==> src/rtl/rng_spi_pkg.sv <==
// Shared definitions for the SPI slave receiver: FSM encoding, default word
// width and the clock-phase mode constants.
package rng_spi_pkg;

  typedef enum logic {
    ST_IDLE   = 1'b0,
    ST_ACTIVE = 1'b1
  } spi_state_e;

  localparam int unsigned SPI_DEF_DATA_WIDTH = 16;

  // CPHA = 0: sample on the leading (rising) SCLK edge, shift on trailing.
  // CPHA = 1: shift on the leading (rising) SCLK edge, sample on trailing.
  localparam int unsigned SPI_CPHA_LEADING  = 0;
  localparam int unsigned SPI_CPHA_TRAILING = 1;

endpackage

==> src/rtl/spi_sync_edge.sv <==
// Two-flop synchronizer for one asynchronous input, followed by rise/fall
// detection on the synchronized level. The reset value lets an idle-high
// line (slave select) come out of reset without a spurious edge.
module spi_sync_edge #(
  parameter logic P_RESET_VAL = 1'b0
) (
  input  logic clk,
  input  logic reset_n,
  input  logic async_i,
  output logic sync_o,
  output logic rise_o,
  output logic fall_o
);

  logic meta_q;
  logic sync_q;
  logic prev_q;

  // Metastability stage, synchronized stage and one-cycle history for edges.
  always_ff @(posedge clk) begin
    if (!reset_n) begin
      meta_q <= P_RESET_VAL;
      sync_q <= P_RESET_VAL;
      prev_q <= P_RESET_VAL;
    end else begin
      meta_q <= async_i;
      sync_q <= meta_q;
      prev_q <= sync_q;
    end
  end

  assign sync_o = sync_q;
  assign rise_o = sync_q & ~prev_q;
  assign fall_o = ~sync_q & prev_q;

endmodule

==> src/rtl/spi_slave_rx.sv <==
// SPI slave receiver (CPOL = 0). All SPI pins are oversampled in the clk
// domain; words are collected in a shift register and handed to the consumer
// through a single holding register with a valid/ready handshake. A TX shift
// register returns tx_data on MISO, reloaded at every word boundary so that
// back-to-back words in one frame work.
module spi_slave_rx
  import rng_spi_pkg::*;
#(
  parameter int unsigned P_DATA_WIDTH = SPI_DEF_DATA_WIDTH,
  parameter int unsigned P_MSB_FIRST  = 1,
  parameter int unsigned P_CPHA       = SPI_CPHA_LEADING
) (
  input  logic                    clk,
  input  logic                    reset_n,
  input  logic                    SPI_SCLK,
  input  logic                    SPI_MOSI,
  input  logic                    SPI_SS_N,
  output logic                    SPI_MISO,
  output logic                    SPI_MISO_OE,
  output logic [P_DATA_WIDTH-1:0] rx_data,
  output logic                    rx_valid,
  input  logic                    rx_ready,
  input  logic [P_DATA_WIDTH-1:0] tx_data,
  output logic                    overrun,
  output logic                    frame_err
);

  localparam int unsigned      CNT_W    = $clog2(P_DATA_WIDTH);
  localparam logic [CNT_W-1:0] CNT_LAST = CNT_W'(P_DATA_WIDTH - 1);

  // Synchronized pins and detected edges
  logic sclk_rise;
  logic sclk_fall;
  logic mosi_sync;
  logic ss_sync;
  logic ss_rise;
  logic ss_fall;
  logic unused_sclk_lvl;
  logic unused_mosi_rise;
  logic unused_mosi_fall;

  // Registered state and next-state
  spi_state_e              state_q, state_d;
  logic [CNT_W-1:0]        cnt_q, cnt_d;
  logic [P_DATA_WIDTH-1:0] rx_shift_q, rx_shift_d;
  logic [P_DATA_WIDTH-1:0] tx_shift_q, tx_shift_d;
  logic [P_DATA_WIDTH-1:0] rx_data_q, rx_data_d;
  logic                    rx_valid_q, rx_valid_d;
  logic                    overrun_q, overrun_d;
  logic                    frame_err_q, frame_err_d;

  // Post-reset arming: a frame may only start after slave select has been
  // seen high with the synchronizer flushed, so a reset in mid-frame cannot
  // be followed by a false start on the tail of the aborted frame.
  logic [1:0]              settle_q;
  logic                    armed_q;

  // Combinational helpers
  logic                    sample_edge;
  logic                    shift_edge;
  logic                    word_done;
  logic [P_DATA_WIDTH-1:0] rx_shifted;
  logic [P_DATA_WIDTH-1:0] tx_shifted;
  logic                    miso_bit;

  spi_sync_edge #(.P_RESET_VAL(1'b0)) u_sync_sclk (
    .clk     (clk),
    .reset_n (reset_n),
    .async_i (SPI_SCLK),
    .sync_o  (unused_sclk_lvl),
    .rise_o  (sclk_rise),
    .fall_o  (sclk_fall)
  );

  spi_sync_edge #(.P_RESET_VAL(1'b0)) u_sync_mosi (
    .clk     (clk),
    .reset_n (reset_n),
    .async_i (SPI_MOSI),
    .sync_o  (mosi_sync),
    .rise_o  (unused_mosi_rise),
    .fall_o  (unused_mosi_fall)
  );

  spi_sync_edge #(.P_RESET_VAL(1'b1)) u_sync_ss (
    .clk     (clk),
    .reset_n (reset_n),
    .async_i (SPI_SS_N),
    .sync_o  (ss_sync),
    .rise_o  (ss_rise),
    .fall_o  (ss_fall)
  );

  // MOSI and SCLK share the same synchronizer depth, so mosi_sync is the
  // level the master drove around the detected SCLK edge.
  assign sample_edge = (P_CPHA == SPI_CPHA_LEADING) ? sclk_rise : sclk_fall;
  assign shift_edge  = (P_CPHA == SPI_CPHA_LEADING) ? sclk_fall : sclk_rise;

  assign rx_shifted = (P_MSB_FIRST != 0) ? {rx_shift_q[P_DATA_WIDTH-2:0], mosi_sync}
                                         : {mosi_sync, rx_shift_q[P_DATA_WIDTH-1:1]};
  assign tx_shifted = (P_MSB_FIRST != 0) ? {tx_shift_q[P_DATA_WIDTH-2:0], 1'b0}
                                         : {1'b0, tx_shift_q[P_DATA_WIDTH-1:1]};
  assign miso_bit   = (P_MSB_FIRST != 0) ? tx_shift_q[P_DATA_WIDTH-1] : tx_shift_q[0];

  // State, counter, shift registers and handshake registers.
  always_ff @(posedge clk) begin
    if (!reset_n) begin
      state_q     <= ST_IDLE;
      cnt_q       <= '0;
      rx_shift_q  <= '0;
      tx_shift_q  <= '0;
      rx_data_q   <= '0;
      rx_valid_q  <= 1'b0;
      overrun_q   <= 1'b0;
      frame_err_q <= 1'b0;
    end else begin
      state_q     <= state_d;
      cnt_q       <= cnt_d;
      rx_shift_q  <= rx_shift_d;
      tx_shift_q  <= tx_shift_d;
      rx_data_q   <= rx_data_d;
      rx_valid_q  <= rx_valid_d;
      overrun_q   <= overrun_d;
      frame_err_q <= frame_err_d;
    end
  end

  // Arm frame reception once SS_N is seen high after the synchronizer settles.
  always_ff @(posedge clk) begin
    if (!reset_n) begin
      settle_q <= '0;
      armed_q  <= 1'b0;
    end else begin
      if (settle_q != 2'd3) begin
        settle_q <= settle_q + 2'd1;
      end
      if (settle_q == 2'd3 && ss_sync) begin
        armed_q <= 1'b1;
      end
    end
  end

  // Next-state: frame control, bit counting, shifting and word handoff.
  always_comb begin
    state_d     = state_q;
    cnt_d       = cnt_q;
    rx_shift_d  = rx_shift_q;
    tx_shift_d  = tx_shift_q;
    rx_data_d   = rx_data_q;
    rx_valid_d  = rx_valid_q;
    overrun_d   = 1'b0;
    frame_err_d = 1'b0;
    word_done   = 1'b0;

    case (state_q)
      ST_IDLE: begin
        if (ss_fall && armed_q) begin
          state_d    = ST_ACTIVE;
          cnt_d      = '0;
          rx_shift_d = '0;
          tx_shift_d = tx_data;
        end
      end
      ST_ACTIVE: begin
        if (ss_rise) begin
          // End of frame; a nonzero count means a word was cut short.
          state_d     = ST_IDLE;
          cnt_d       = '0;
          frame_err_d = (cnt_q != '0);
        end else begin
          if (sample_edge) begin
            rx_shift_d = rx_shifted;
            if (cnt_q == CNT_LAST) begin
              cnt_d     = '0;
              word_done = 1'b1;
            end else begin
              cnt_d = cnt_q + 1'b1;
            end
          end
          // A shift edge seen with the counter at zero is the first one of
          // a new word (CPHA=1 leading edge, or CPHA=0 after a wrap), so the
          // next response word is loaded instead of shifting.
          if (shift_edge) begin
            tx_shift_d = (cnt_q == '0) ? tx_data : tx_shifted;
          end
        end
      end
      default: begin
        state_d = ST_IDLE;
      end
    endcase

    // A completed word is accepted if the holding register is empty or is
    // being drained in this same cycle; otherwise it is dropped.
    if (word_done) begin
      if (!rx_valid_q || rx_ready) begin
        rx_data_d  = rx_shifted;
        rx_valid_d = 1'b1;
      end else begin
        overrun_d = 1'b1;
      end
    end else if (rx_valid_q && rx_ready) begin
      rx_valid_d = 1'b0;
    end
  end

  assign SPI_MISO    = (state_q == ST_ACTIVE) & miso_bit;
  assign SPI_MISO_OE = ~ss_sync;
  assign rx_data     = rx_data_q;
  assign rx_valid    = rx_valid_q;
  assign overrun     = overrun_q;
  assign frame_err   = frame_err_q;

endmodule

==> config.mk <==
export PLATFORM = sky130hd
export DESIGN_NAME = spi_slave_rx
export DESIGN_NICKNAME = d
export VERILOG_FILES = /design/src/rtl/rng_spi_pkg.sv /design/src/rtl/spi_sync_edge.sv /design/src/rtl/spi_slave_rx.sv
export SDC_FILE = /design/constraint.sdc
export NUM_CORES = 1
export LEC_CHECK = 0
export CELL_PAD_IN_SITES_DETAIL_PLACEMENT = 0
export CELL_PAD_IN_SITES_GLOBAL_PLACEMENT = 1
export CORE_ASPECT_RATIO = 2
export CORE_MARGIN = 2
export CORE_UTILIZATION = 41
export DETAILED_ROUTE_END_ITERATION = 12
export PLACE_DENSITY_LB_ADDON = 0.1
export SLEW_MARGIN = 20
export SYNTH_ARGS = -nofsm -noshare
export SYNTH_HDL_FRONTEND = slang
export SYNTH_SLANG_ARGS = --single-unit
==> constraint.sdc <==
create_clock -name clk -period 1.6 [get_ports clk]
set_input_delay 0.24 -clock clk [delete_from_list [all_inputs] [get_ports clk]]
set_output_delay 0.24 -clock clk [all_outputs]
set_load 0.01 [all_outputs]
=== Word level (Yosys, flattened, before mapping) ===
Cells that the tools add are included.

* Input bits: 22
* Register bits after elaboration: 66
* Logic and storage cells: 79
* Output and inout port bits: 21

* Equal/unequal tests: 9
* Add/subtract/negate cells: 2
* Multiplexer cells: 25
* Bitwise operators: 10
* Reduce and logical (&&, ||, !) cells: 15

{| class="wikitable"
|+ Operator list
! kind !! count
|-
| 16-bit 2-to-1 mux || 4
|-
| 15-bit 2-to-1 mux || 3
|-
| 16-bit case mux with 2 select lines || 1
|-
| 15-bit case mux with 2 select lines || 1
|-
| 4-bit 2-to-1 mux || 4
|-
| 1-bit 2-to-1 mux || 10
|-
| 3-bit AND reduction || 3
|-
| 2-bit inequality test (second input constant) || 4
|-
| 4-bit case mux with 2 select lines || 1
|-
| 2-bit AND reduction || 4
|-
| 1-bit AND || 5
|-
| 1-bit NOT || 5
|-
| 4-bit by 1-bit adder with 4-bit output (second input constant) || 1
|-
| 4-bit == test (second input constant) || 1
|-
| 4-bit zero test || 1
|-
| 2-bit by 1-bit inequality test with 1-bit output (second input constant) || 2
|-
| 4-bit nonzero test || 1
|-
| 1-bit logical AND || 3
|-
| 3-bit by 2-bit inequality test with 1-bit output (second input constant) || 1
|-
| 2-bit by 1-bit adder with 2-bit output (second input constant) || 1
|-
| 2-bit == test (second input constant) || 1
|-
| 1-bit case mux with 2 select lines || 1
|-
| 2-bit nonzero test || 1
|-
| 1-bit zero test || 1
|-
| 1-bit logical OR || 1
|}

=== Logic depth before layout (Yosys ltp) ===
Gate-level depths: netlist of the first run.

* Depth after elaboration: 7
* Depth in mapped cells: 8
* Gate-level depth less buffers: 6

=== By module ===
Synthesis of the first run repeated with hierarchy kept, for this count alone.

* Cell total of the unflattened synthesis: 313
* Area, all modules: 2994.1 um^2

{| class="wikitable"
|+ By module, submodules not included
! module !! cells each !! instances !! seq. area each (um^2) !! area each (um^2)
|-
| spi_slave_rx || 289 || 1 || 1161.1 || 2720.1
|-
| spi_sync_edge || 8 || 3 || 60.1 || 91.3
|}

=== Worst setup path after synthesis of the first run ===
No wires, ideal clock.

* Path kind: reg2reg
* From: reg cnt_q[0]
* To: reg tx_shift_q[15]
* Data arrival time: 1.350 ns
* Buffers on the path: 2
* Data required time: 1.478 ns
* Slack: 0.128 ns
* Clock period less this slack: 1.472 ns
* Library setup time: 0.122 ns
* Stages on the path, launching flop included: 9
* Cell sequence: dfxtp_1 > inv_1 > ha_1 > inv_1 > o31ai_1 > buf_4 > buf_6 > mux2i_1 > a21oi_1

* Cells in the longest elaborated chain, start to end: 5

{| class="wikitable"
|+ Ends and longest elaborated chain
! what !! RTL line !! RTL
|-
| start, declared || spi_slave_rx.sv:44 || <nowiki>logic [CNT_W-1:0] cnt_q, cnt_d;</nowiki>
|-
| start signal, assigned || spi_slave_rx.sv:117 || <nowiki>cnt_q <= cnt_d;</nowiki>
|-
| 4-bit zero test || spi_slave_rx.sv:183 || <nowiki>tx_shift_d = (cnt_q == '0) ? tx_data : tx_shifted;</nowiki>
|-
| 16-bit 2-to-1 mux || spi_slave_rx.sv:183 ||
|-
| 16-bit 2-to-1 mux || spi_slave_rx.sv:182 || <nowiki>if (shift_edge) begin</nowiki>
|-
| 16-bit 2-to-1 mux || spi_slave_rx.sv:164 || <nowiki>if (ss_rise) begin</nowiki>
|-
| 16-bit case mux with 2 select lines || spi_slave_rx.sv:154 || <nowiki>case (state_q)</nowiki>
|-
| end signal, assigned || spi_slave_rx.sv:119 || <nowiki>tx_shift_q <= tx_shift_d;</nowiki>
|-
| end, declared || spi_slave_rx.sv:46 || <nowiki>logic [P_DATA_WIDTH-1:0] tx_shift_q, tx_shift_d;</nowiki>
|}

Every way passes these cells. The select of a mux whose other input is x is not followed.
A chain may end at the register's enable or synchronous reset.

=== Final worst setup path of the first run ===
* From: reg u_sync_ss.sync_q, in the netlist u_sync_ss.sync_o
* To: out SPI_MISO_OE

* Cells in the longest elaborated chain, start to end: 1

{| class="wikitable"
|+ Ends and longest elaborated chain
! what !! RTL line !! RTL
|-
| start, declared || spi_sync_edge.sv:16 || <nowiki>logic sync_q;</nowiki>
|-
| start signal, assigned || spi_sync_edge.sv:27 || <nowiki>sync_q <= meta_q;</nowiki>
|-
| 1-bit NOT || spi_slave_rx.sv:207 || <nowiki>assign SPI_MISO_OE = ~ss_sync;</nowiki>
|-
| end, declared || spi_slave_rx.sv:19 || <nowiki>output logic SPI_MISO_OE,</nowiki>
|}

Every way passes these cells.

==> key figures, run 1 <==
Final layout
  – Final core occ: 0.559
  – Nets: about 360
  – Design area: 3670 um2
  – Share of layout cells above drive strength 1: 0.115
  – Antenna fix cells: 0
  – Synth-to-layout area growth: 33.0%
  – Final std cells w/o fill: around 430

Drt
  – Number of routed nets with antenna violations: 0
  – WL final: between 5000 and 6000 um
  – Initial drt markers: 96
  – Via count: 2106
  – DR vias/cell: 4.94
  – Routed len/inst: 13.1 um
  – DRC: 0
  – Pre-Repair DR Iteration Count: 4

STA
  – Setup violators final: 0
  – Worst Tran Pin Value: 0.401 ns
  – Final Cycle Share: 0.962
  – Tmin final: 1.54 ns
  – Pins over their slew limit: 0
  – Highest Clock Rate: 650 MHz
  – Hold Fails Final Rpt: 0
  – Final TNS setup: 0 ns
  – Final Skew: around 0.0035 ns
  – Rel. slew slack: 0.731

Pwr
  – Lkg Pwr: 1.61 nW
  – VDD IR max: between 0.7 and 0.8 mV
  – PD cells: between 1000 and 1500 nW/um2

Logic synthesis
  – Ys flop type: dfxtp_1
  – Post-synth cell types: 36
  – Synth Area in XOR/XNOR: 0.00317
  – Synth Register Bits: 66
  – Compound-Gate Fraction of Synth Area: 0.128
  – Largest family of logic cells by synthesized area: simple AND/OR/NAND/NOR gates
  – Synth Warn #: 0
  – Mapped Cells: 289
  – Synth Cell Area: 2760 um2
  – Net Count, Synth: 314
  – Post-Synth Adder-Cell Area: 0.0136
  – Fraction of the yosys area taken by sequential cells: 0.479
  – Post-synth EDFFs: 0
  – Synth Area per Inst: 9.55 um2
  – Async SR Flop Fraction: 0
  – Synth top area share: 0.479
  – Post-synth top area cell: dfxtp_1
  – Proportion of synthesized area in mux cells: 0.116
  – Top post-synthesis cells by area: dfxtp_1 48%, mux2i_1 12%, nor2b_1 7.5%
  – Simple-gate share of the synthesized area: 0.209

Placed design
  – DP HPWL: 3470 um
  – # placed instances: about 410
  – Placement Cell Area: 3290 um2
  – Port bufs: 42
  – Routability cong.: 0.688

Floorplanning
  – Starting density of the core: 0.420
  – Core area: 6570 um2
  – Die H: 120 um
  – Die ar.: 7440 um2
  – Width of the chip: 62.0 um
  – Io pins: 43
  – Rows: 42

Clock network
  – H-tree Lvls: 3
  – CTS max path bufs: 2
  – CTS tree: built
  – Clock Pin Slew Worst Setup and Hold Paths: 0.05 ns
  – CTS sink cnt: between 60 and 70
  – Clk root buf: clkbuf_16
  – Cts bufs inserted: 9
  – Skew-Pair Late Insertion Delay: 0.32 ns

Setup path
  – Max Fanout on Critical Path: 5
  – R2r endpoint: rx_data[14]$_SDFFE_PN0P_
  – Crit path arrival time: roughly 1.3 ns
  – Critical Path RT: 1.36 ns
  – Max stage delay cell, worst path: clkdlybuf4s50_1
  – Critical Path End: SPI_MISO_OE
  – Cells along the critical path: clkinv_1, clkdlybuf4s50_1
  – Reg2Reg Launch Point: cnt_q[0]$_SDFFE_PN0P_
  – CP startpoint kind: flop
  – Worst Setup SP: u_sync_ss.sync_o$_SDFF_PN1_
  – Worst path max stage delay: 0.49 ns
  – Crit Path Category: flop to output port
  – R2r worst-path depth: 7
  – R2r setup slk: about 0.09 ns
  – CP endpoint kind: output port

GRT
  – Largest net degree at the start of global routing: 87
  – Initial antenna violation count: 0
  – Number of global-route vias before repair: 2100
  – First-pass GRT wire length: 9100 um
  – Grt total ovfl: 0
  – GR Util All Layers: 0.164

Run
  – Max cap viols: 0

Status
  – Status: completed

Worst hold path
  – Hold/Removal Path Class: input pin to flop
-- repair_timing --
action | 4_1_cts | 5_1_grt
gates resized for setup | 4 | 6
cloned | 0 | 1
pin swaps | 0 | 1
hold buffers | 0 | 0
setup endpoints to repair | 2 | 17
buffers inserted | 0 | 1
-- how the worst min path moves through the flow --
stage,from,endpoint,slack [ns],depth (start not counted)
floorplan,SPI_SS_N,u_sync_ss.meta_q$_SDFF_PN1_,0.34,1
finish,reset_n,u_sync_ss.meta_q$_SDFF_PN1_,0.39,3
CTS,reset_n,u_sync_ss.meta_q$_SDFF_PN1_,0.36,3
global route,reset_n,u_sync_ss.meta_q$_SDFF_PN1_,0.39,3
detailed placement,u_sync_ss.meta_q$_SDFF_PN1_,u_sync_ss.sync_o$_SDFF_PN1_,0.40,1
global placement,u_sync_ss.meta_q$_SDFF_PN1_,u_sync_ss.sync_o$_SDFF_PN1_,0.40,1
-- through the flow --
step / setup slack [ns] / power [mW] / hold WS [ns]
finish: 0.0606 / 3.93 / 0.386
global route: -0.00961 / 4.08 / 0.386
CTS: 0.0352 / 3.99 / 0.364
detailed placement: 0.0421 / 1.90 / 0.397
global placement: 0.0505 / 1.90 / 0.405
floorplan: 0.128 / 1.82 / 0.341
-- per-layer routing --
metal	vias to the layer above	GRT usage	part of all wire
li1	1081	-	-
met1	985	0.169	0.41
met2	35	0.277	0.55
met3	5	0.0517	0.023
met4	0	0.0878	0.016
met5	-	0	0
-- synth_stat cells (4+ instances only) --
cell type,instances
buf_6,4
inv_1,4
and2_1,7
dfxtp_1,66
clkbuf_1,7
nand2_1,27
a21oi_1,17
o21ai_1,31
nand3_1,18
mux2i_1,32
buf_2,7
nor2b_1,33
-- power breakdown --
group	internal (mW)	switching [mW]	leakage, nW
Sequential	1.67	0.0175	0.536
Combinational	0.0995	0.0736	0.921
Clock	1.41	0.659	0.151
-- cells by family after synthesis --
family / Yosys count
AO/OA/AOI/OAI: 62
XOR/XNOR: 1
adder cells (fa/ha/maj): 3
buffers and inverters: 25
flip-flops: 66
multiplexers: 32
AND/OR/NAND/NOR: 100
-- area by class of cell --
| class | instances | area (um2) |
|---|---|---|
| clock buffers | 14 | 254 |
| fillers | 629 | 2900 |
| multi-input cells | 198 | 1330 |
| inverters | 5 | 18.8 |
| flip-flops and latches | 66 | 1330 |
| clock inverters | 2 | 60.1 |
| repair buffers | 53 | 564 |
| well taps | 88 | 110 |
-- worst max-delay path: cells and delay by family (launching register included) --
kind                   cells  cell delay [ns]
buffers and inverters      2             0.61
DFF                        1             0.36
-- flip-flops by register name, summed over array words and instances (netlist names), 2 cells and up --
name and flops:
cnt_q 4, rx_data 16, rx_shift_q 15, settle_q 2, tx_shift_q 16
-- cell usage in the layout (no fill, tap or decap), types with 2 or more instances in the layout --
| cell type | instances |
|---|---|
| dfxtp_1 | 61 |
| clkdlybuf4s50_1 | 40 |
| nor2b_1 | 33 |
| mux2i_1 | 32 |
| o21ai_1 | 31 |
| nand2_1 | 27 |
| nand3_1 | 18 |
| a21oi_1 | 17 |
| clkbuf_16 | 10 |
| and2_1 | 7 |
| buf_4 | 6 |
| inv_1 | 4 |
| clkbuf_1 | 4 |
| dfxtp_2 | 4 |
| buf_12 | 4 |
| nand2b_1 | 3 |
| o21ai_2 | 3 |
| a41o_1 | 2 |
| nor3_1 | 2 |
| o22ai_1 | 2 |
| o21a_1 | 2 |
| nand4_1 | 2 |
| ha_1 | 2 |
| bufinv_16 | 2 |
(Power assumes the default switching activity.)
==> run 2: changes to the inputs <==
--- a/config.mk
+++ b/config.mk
@@ -8,7 +8,7 @@
 export CELL_PAD_IN_SITES_DETAIL_PLACEMENT = 0
 export CELL_PAD_IN_SITES_GLOBAL_PLACEMENT = 1
 export CORE_ASPECT_RATIO = 2
-export CORE_MARGIN = 2
+export CORE_MARGIN = 5
 export CORE_UTILIZATION = 41
 export DETAILED_ROUTE_END_ITERATION = 12
 export PLACE_DENSITY_LB_ADDON = 0.1
==> run 2 against run 1 <==
Net effect:
- clock skew is 0.0020 ns higher
- clock power is 16% lower
- critical endpoint unchanged
- sequential power hardly changed
- highest routed layer unchanged
- critical path depth stayed put
- clock-buffer cell count is 1 lower
- maximum frequency is 0.26% higher
- die area is 15% higher
- cell count is 0.23% higher
- wire length is 2.5% higher
- flip-flop and latch count stayed put
- sequential share of layout area is 0.37 points higher
==> key figures, run 2 (same netlist as run 1, synthesis figures left out) <==
Status
  – Status: completed

Drt
  – Met3 wire length: 218 um (+68%)
  – Routed len/inst: 13.4 um (+2.2%)
  – DRC: 0 (unchanged)
  – Pre-Repair DR Iteration Count: 4 (unchanged)
  – Met2 wire length: 3140 um (+2.1%)
  – Uppermost routed layer: met4
  – WL final: 5730 um (+2.5%)
  – DR vias/cell: 4.93 (-0.23%)
  – Initial drt markers: 95 (-1.0%)
  – Via count: 2106 (unchanged)
  – Met1 WL: 2230 um (-3.1%)
  – Number of routed nets with antenna violations: 0 (unchanged)

STA
  – RSZ-0062 raised after global routing: no
  – Final Cycle Share: 0.960 (-0.00254)
  – Highest Clock Rate: 651 MHz (+0.26%)
  – Tmin final: 1.54 ns (-0.00407 ns)
  – Hold slack: 0.341 ns (-0.0456 ns)
  – Hold Fails Final Rpt: 0 (unchanged)
  – Final Skew: 0.00550 ns (+0.00201 ns)
  – Pins over their slew limit: 0 (unchanged)
  – Rel. slew slack: 0.716 (-0.0143)
  – Setup violators final: 0 (unchanged)
  – Worst Tran Pin Value: 0.423 ns (+0.0212 ns)
  – Final TNS setup: 0 ns (unchanged)

Setup path
  – CP endpoint kind: output port
  – R2r worst-path depth: 7 (unchanged)
  – Crit path depth: 2 (unchanged)
  – CP startpoint kind: flop
  – Critical Path RT: 1.36 ns (about the same)
  – CP Buf/Inv Count: 2 (unchanged)
  – Crit Path Category: flop to output port
  – Cells along the critical path: clkinv_1, clkdlybuf4s50_1
  – Max Fanout on Critical Path: 5 (unchanged)
  – Worst path top cell family by delay: buffers and inverters
  – Max stage delay cell, worst path: clkdlybuf4s50_1
  – Worst path max stage delay: 0.49 ns (about the same)
  – Crit path arrival time: 1.30 ns (about the same)

Floorplanning
  – Io pins: 43 (unchanged)
  – Width of the chip: 68.0 um (+9.7%)
  – Core area: 6570 um2 (unchanged)
  – Starting density of the core: 0.420 (unchanged)
  – Die H: 126 um (+5.0%)
  – Rows: 42 (unchanged)
  – Die ar.: 8570 um2 (+15%)

Pwr
  – Lkg Pwr: 1.58 nW (-1.6%)
  – PD cells: 994 nW/um2 (-7.2%)
  – VDD IR max: 0.735 mV (+2.8%)

Clock network
  – Cts bufs inserted: 9 (unchanged)
  – Hold-fix buffers, CTS: 0 (unchanged)
  – Clock Pin Slew Worst Setup and Hold Paths: 0.05 ns (about the same)
  – CTS max path bufs: 2 (unchanged)
  – CTS tree: built
  – H-tree Lvls: 3 (unchanged)
  – Clk root buf: clkbuf_16
  – CTS sink cnt: 66 (unchanged)
  – Skew-Pair Late Insertion Delay: 0.33 ns (about the same)

GRT
  – First-pass GRT wire length: 9360 um (+2.9%)
  – GR Util All Layers: 0.146 (-0.0175)
  – Largest net degree at the start of global routing: 39 (-55%)
  – Initial antenna violation count: 0 (unchanged)
  – Number of global-route vias before repair: 2083 (-0.81%)
  – Grt total ovfl: 0 (unchanged)

Final layout
  – Antenna fix cells: 0 (unchanged)
  – Commonest non-fill, non-tap cells in the layout: 61 x dfxtp_1, 40 x clkdlybuf4s50_1, 33 x nor2b_1, 32 x mux2i_1, 31 x o21ai_1
  – Synth-to-layout area growth: 31.7%
  – Nets: 359 (+0.28%)
  – Share of layout cells above drive strength 1: 0.121 (+0.00556)
  – Filler Cell Count: 628 (-0.16%)
  – Most common cell after layout, fill and taps aside: dfxtp_1

Run
  – Max cap viols: 0 (unchanged)

Worst hold path
  – Hold depth: 3 (unchanged)
  – Hold/Removal Path Class: input pin to flop

Placed design
  – Port bufs: 42 (unchanged)
  – DP HPWL: 3910 um (+13%)
  – Routability cong.: 0.662 (-3.8%)
==> run 2: cell types whose count changed in the layout (fill, tap and decap cells not counted), sizes merged <==
cell,before,now
buf,11,12
bufinv,2,0
clkbuf,15,14
clkinv,1,4
==> run 2: layout make-up <==
cell class / count / area (um2) / share of cell area
multi-input cells: 198 / 1320 / 0.364
inverters: 5 / 18.8 / 0.00517
clock inverters: 3 / 15.0 / 0.00413
flip-flops and latches: 66 / 1330 / 0.366
clock buffers: 13 / 250 / 0.0689
well taps: 88 / 110 / 0.0303
repair buffers: 54 / 584 / 0.161
==> run 2: report_power, final <==
group          leakage, nW  internal (mW)  switching [mW]
registers            0.536           1.67          0.0171
clock network        0.133           1.08           0.661
logic                0.912          0.103          0.0745
==> run 2: tightest hold or removal path: stages <==
cell and delay, ns:
buf_2 0.23, nand2_1 0.11, mux2i_1 0.05
==> run 2: path summary, 6_finish.rpt <==
kind	startpoint	end	slack, ns
max reg2reg	cnt_q[0]$_SDFFE_PN0P_	rx_data[2]$_SDFFE_PN0P_	0.08
min	reset_n	cnt_q[1]$_SDFFE_PN0P_	0.34
max	u_sync_ss.sync_o$_SDFF_PN1_	SPI_MISO_OE	0.06
min reg2reg	u_sync_ss.meta_q$_SDFF_PN1_	u_sync_ss.sync_o$_SDFF_PN1_	0.42
==> run 2: stage by stage <==
step / std cells / utilization / worst slack [ns] / area, um2 / total power [mW]
floorplan: 289 / - / 0.128 / 2760 / 1.82
global placement: 409 / 0.505 / 0.0514 / 3310 / 1.90
detailed placement: 409 / 0.505 / 0.0205 / 3310 / 1.91
CTS: 425 / 0.545 / 0.0380 / 3580 / 3.67
global route: 427 / 0.553 / 0.000216 / 3630 / 3.76
finish: 427 / 0.553 / 0.0647 / 3630 / 3.61
==> run 2: routing by layer <==
layer	track usage	vias up
li1	-	1093
met2	0.247	31
met5	0	-
met4	0.0774	0
met3	0.0553	8
met1	0.150	974
==> run 2: what timing repair did <==
action / CTS / global route
gates resized for setup: 3 / 6
pin swaps: 0 / 1
gates cloned: 0 / 1
buffers inserted: 0 / 1
setup endpoints to repair: 2 / 14
==> edit 1 (config.mk and constraints of run 2) <==
Make the reset (`reset_n`) asynchronous in 3 clocked blocks. Comments in the files are not updated.
--- a/src/rtl/spi_sync_edge.sv
+++ b/src/rtl/spi_sync_edge.sv
@@ -18,5 +18,5 @@
 
   // Metastability stage, synchronized stage and one-cycle history for edges.
-  always_ff @(posedge clk) begin
+  always_ff @(posedge clk or negedge reset_n) begin
     if (!reset_n) begin
       meta_q <= P_RESET_VAL;
--- a/src/rtl/spi_slave_rx.sv
+++ b/src/rtl/spi_slave_rx.sv
@@ -103,5 +103,5 @@
 
   // State, counter, shift registers and handshake registers.
-  always_ff @(posedge clk) begin
+  always_ff @(posedge clk or negedge reset_n) begin
     if (!reset_n) begin
       state_q     <= ST_IDLE;
@@ -126,5 +126,5 @@
 
   // Arm frame reception once SS_N is seen high after the synchronizer settles.
-  always_ff @(posedge clk) begin
+  always_ff @(posedge clk or negedge reset_n) begin
     if (!reset_n) begin
       settle_q <= '0;
Formal check against the unedited RTL: differs if reset_n is asserted again (counterexample within 4 cycles, from zero or initial values and one cycle with reset_n low); with reset_n held inactive, the same outputs for 10 cycles.
==> edit 1 against run 2 <==
- the flow now finishes with violations (negative setup slack)
- fmax fell by 13%
- die area is 5.1% higher
- hold slack worse by 0.025 ns
- core utilization up 2.9 points
- sequential cell count is the same
- highest routed layer unchanged
- worst setup slack lost 0.23 ns
- via count decreased by 14%
- wire length is 4.2% lower
- synthesized area is 5.8% higher
- first-iteration DRC count is 8.4% lower
- design area increased by 11%
Power is not compared: it rests on default switching activity, and its combinational part moved more than twofold at a synthesized area within 25%.
==> edit 1: results (changes against run 2) <==
Parameter                              Value

Critical path
  Start point of the critical path ... cnt_q[0]
  Type of the setup path with the least slack ... reg2reg
  Family with the most delay on the worst path ... simple AND/OR/NAND/NOR gates
  Max stage delay cell, worst path ... sky130_fd_sc_hd__dfrtp_1
  Critical R2R Capture ... rx_data[6]

Outcome
  Result of the run ... complete, but fails checks
  Violations in the final reports ... negative setup slack

Logic synthesis
  Net count of the mapped netlist ... 226 (-28%)
  Most numerous cell types in the synthesized netlist ... sky130_fd_sc_hd__dfrtp_1 (63), sky130_fd_sc_hd__mux2_4 (26), sky130_fd_sc_hd__mux2_2 (20)
  Synthesized instance count ... 201 (-30%)
  Sequential element share of the synthesized area ... 56.7% (+8.8 points)
  Share of synthesized flip-flops with an asynchronous set or reset ... 100% (+100 points)

Routing
  Routed metal-1 wirelength ... 2090 um (-6.0%)
  Detailed-route via count ... 1808 (-14%)
  Length of routed met2 wiring ... 2960 um (-5.5%)
  Post-detailed-routing wire length ... 5490 um (-4.2%)
  Number of vias per cell ... 4.93 (-0.11%)
  Number of DRC markers in iteration 0 ... 87 (-8.4%)

Clock tree
  Number of instances resized during post-cts repair ... 15 (+12)

STA
  Relative slew margins ... 73.5% (+1.8 points)
  Number of setup violations in the final report ... 31 (+31)
  Final worst setup slack ... -0.163 ns (-0.227 ns)

Global route
  Met3 layer usage reported by global route ... 3.11% (-2.4 points)
  Met2 track utilization from global routing ... 22.7% (-1.9 points)

Hold path
  Hold-critical path depth ... 1 (-2)
  Min-delay src ... SPI_SS_N

Final layout
  Fraction of layout instances using a drive strength above 1 ... 42.6% (+31 points)

Placement
  Half-perimeter wire length after placement ... 3670 um (-6.1%)
==> edit 1: cell type report <==
type                       instances  area (um^2)  area share [%]
clock buffer                      14          274            6.78
clock inverter                     2         35.0           0.867
inverter                           7         26.3           0.650
multi-input combinational        119         1240            30.7
sequential                        66         1660            41.0
tap                               90          113            2.79
timing repair buffer              69          697            17.2
==> edit 1: power breakdown <==
group,switching [mW],internal (mW)
logic,0.488,0.931
clock network,0.687,1.33
registers,0.175,1.94
total,1.35,4.20
==> edit 1: cell families (layout without fill, tap and decap cells) <==
| kind of cell | Yosys count | count (layout) | synth area share [%] |
|---|---|---|---|
| xor gates and xnor gates | 1 | 1 | 0.300 |
| DFF | 66 | 66 | 56.7 |
| AOI/OAI and AO/OA | 23 | 23 | 7.80 |
| buffers and inverters | 16 | 92 | 3.73 |
| and+or+nand+nor | 43 | 43 | 8.02 |
| muxes | 49 | 49 | 22.2 |
| adders and majority gates | 3 | 3 | 1.29 |
==> edit 2 (settings of run 2) <==
Without the edit above. Change the parameter `P_RESET_VAL` from 1'b1 to 1'b0.
--- a/src/rtl/spi_slave_rx.sv
+++ b/src/rtl/spi_slave_rx.sv
@@ -82,5 +82,5 @@
   );
 
-  spi_sync_edge #(.P_RESET_VAL(1'b1)) u_sync_ss (
+  spi_sync_edge #(.P_RESET_VAL(1'b0)) u_sync_ss (
     .clk     (clk),
     .reset_n (reset_n),
Function: changed (a bounded check fails within 4 cycles, from zero or initial values and one cycle with reset_n low).
==> edit 2 against run 2 <==
- global-route usage decreased by 0.91 points
- worst setup slack got worse by 0.0053 ns
- hold slack got worse by 0.078 ns
- wire length decreased by 0.96%
- synthesized area decreased by 0.18%
- total power rose by 1.2%
- design area rose by 0.28%
- combinational power decreased by 13%
- sequential cell count unchanged
- largest cell class unchanged
- largest power group unchanged
==> edit 2: results (changes against run 2) <==
Parameter                              Value

Outcome
  Result of the run ... completed

Global route
  Maximum number of pins on one net before global-route repair ... 64 (+64%)
  Met2 track utilization from global routing ... 23.9% (-0.80 points)
  GRT Resource Usage Total ... 13.7% (-0.91 points)
  Met3 layer usage reported by global route ... 3.65% (-1.9 points)
  First-pass GRT wire length ... 8810 um (-5.9%)
  Met1 Usage GRT ... 13.1% (-1.9 points)
  Number of antenna violations at the first check in global routing ... 0 (unchanged)
  Vias in the first global route ... 2010 (-3.5%)

Placement
  Cell Count Post-Placement ... 407 (-0.49%)
  Area after DPL ... 0.00327 mm^2 (-1.3%)
  Pre-CTS setup slack ... 0.0189 ns (-0.00154 ns)
  Half-perimeter wire length after placement ... 3780 um (-3.4%)
  Gpl congestion ... 0.849 (+28%)

Final layout
  Post-route non-filler standard cell count ... 427 (unchanged)
  Fraction of layout instances using a drive strength above 1 ... 11.5% (-0.59 points)

STA
  Final Hold Viols ... 0 (unchanged)
  Relative slew margins ... 57.9% (-14 points)
  Setup clock skew after layout ... 0.00502 ns (-0.000482 ns)

Logic synthesis
  Number of warning messages in the yosys log ... 0 (unchanged)
  Sequential element share of the synthesized area ... 48.0% (+0.087 points)
  Post-synth cell types ... 36 (unchanged)
  Largest cells by area after synthesis ... sky130_fd_sc_hd__dfxtp_1 (48%), sky130_fd_sc_hd__mux2i_1 (12%), sky130_fd_sc_hd__nor2b_1 (7.7%)
  Net count of the mapped netlist ... 313 (-0.32%)
  Top-area cell type share of the netlist area ... 48.0% (+0.087 points)
  Most numerous cell types in the synthesized netlist ... sky130_fd_sc_hd__dfxtp_1 (66), sky130_fd_sc_hd__nor2b_1 (34), sky130_fd_sc_hd__mux2i_1 (32)
  Synthesized instance count ... 288 (-0.35%)

Critical path
  Crit path largest cell delay ... 0.36 ns (-0.13 ns)
  Max stage delay cell, worst path ... sky130_fd_sc_hd__dfxtp_2
  CP arrival ... 1.80 ns (+0.50 ns)
  Crit-path max FO ... 8 (+3)

Routing
  Routed metal-1 wirelength ... 2140 um (-3.8%)
  Number of DRC markers in iteration 0 ... 153 (+61%)
  Detailed-route via count ... 2113 (+0.33%)
  Routed met3 length ... 228 um (+4.6%)
  Length of routed met2 wiring ... 3160 um (+0.64%)
  Average wire per standard cell ... 13.3 um (-0.96%)

Power
  VDD IR max ... 0.593 mV (-19%)
  Leakage dissipation ... 1.57 nW (-0.92%)
[edit 2: cell types whose count changed after synthesis, moves of 2 or more]
cell,before,now
sky130_fd_sc_hd__nand2_1,27,25
sky130_fd_sc_hd__o21ai_0,0,8
sky130_fd_sc_hd__o21ai_2,3,0
sky130_fd_sc_hd__nand2b_1,3,0
sky130_fd_sc_hd__buf_2,7,3
sky130_fd_sc_hd__and2_1,7,10
sky130_fd_sc_hd__buf_4,2,5
sky130_fd_sc_hd__o21ai_1,31,26
[edit 2: cells by family (layout without fill, tap and decap cells)]
family | after synthesis | in the layout | share of synthesized area (%)
AO/OA/AOI/OAI | 62 | 62 | 12.5
flip-flops | 66 | 66 | 48.0
multiplexers | 32 | 32 | 11.6
adder cells (fa/ha/maj) | 3 | 3 | 1.36
AND/OR/NAND/NOR | 99 | 99 | 20.9
XOR/XNOR | 1 | 1 | 0.318
buffers and inverters | 25 | 76 | 5.32
[edit 2: layout make-up]
type | count | area (um^2)
clock inverter | 2 | 10.0
multi-input combinational | 197 | 1310
timing repair buffer | 55 | 592
fill | 626 | 2930
tap | 88 | 110
sequential | 66 | 1330
inverter | 5 | 18.8
clock buffer | 14 | 274
[edit 2: final timing paths]
| path | to | slack, ns | startpoint | cells after the start |
|---|---|---|---|---|
| worst max-delay path | rx_data[9] | 0.06 | state_q | 7 |
| worst min-delay path | tx_shift_q[6] | 0.26 | reset_n | 3 |
| worst max register to register | rx_data[9] | 0.06 | state_q | 7 |
| worst min register to register | u_sync_sclk.sync_o | 0.43 | u_sync_sclk.meta_q | 1 |
[edit 2: power by group]
group | total (mW) | internal (mW) | switching [mW]
registers | 1.68 | 1.67 | 0.0127
logic | 0.155 | 0.0918 | 0.0629
clock network | 1.82 | 1.17 | 0.650
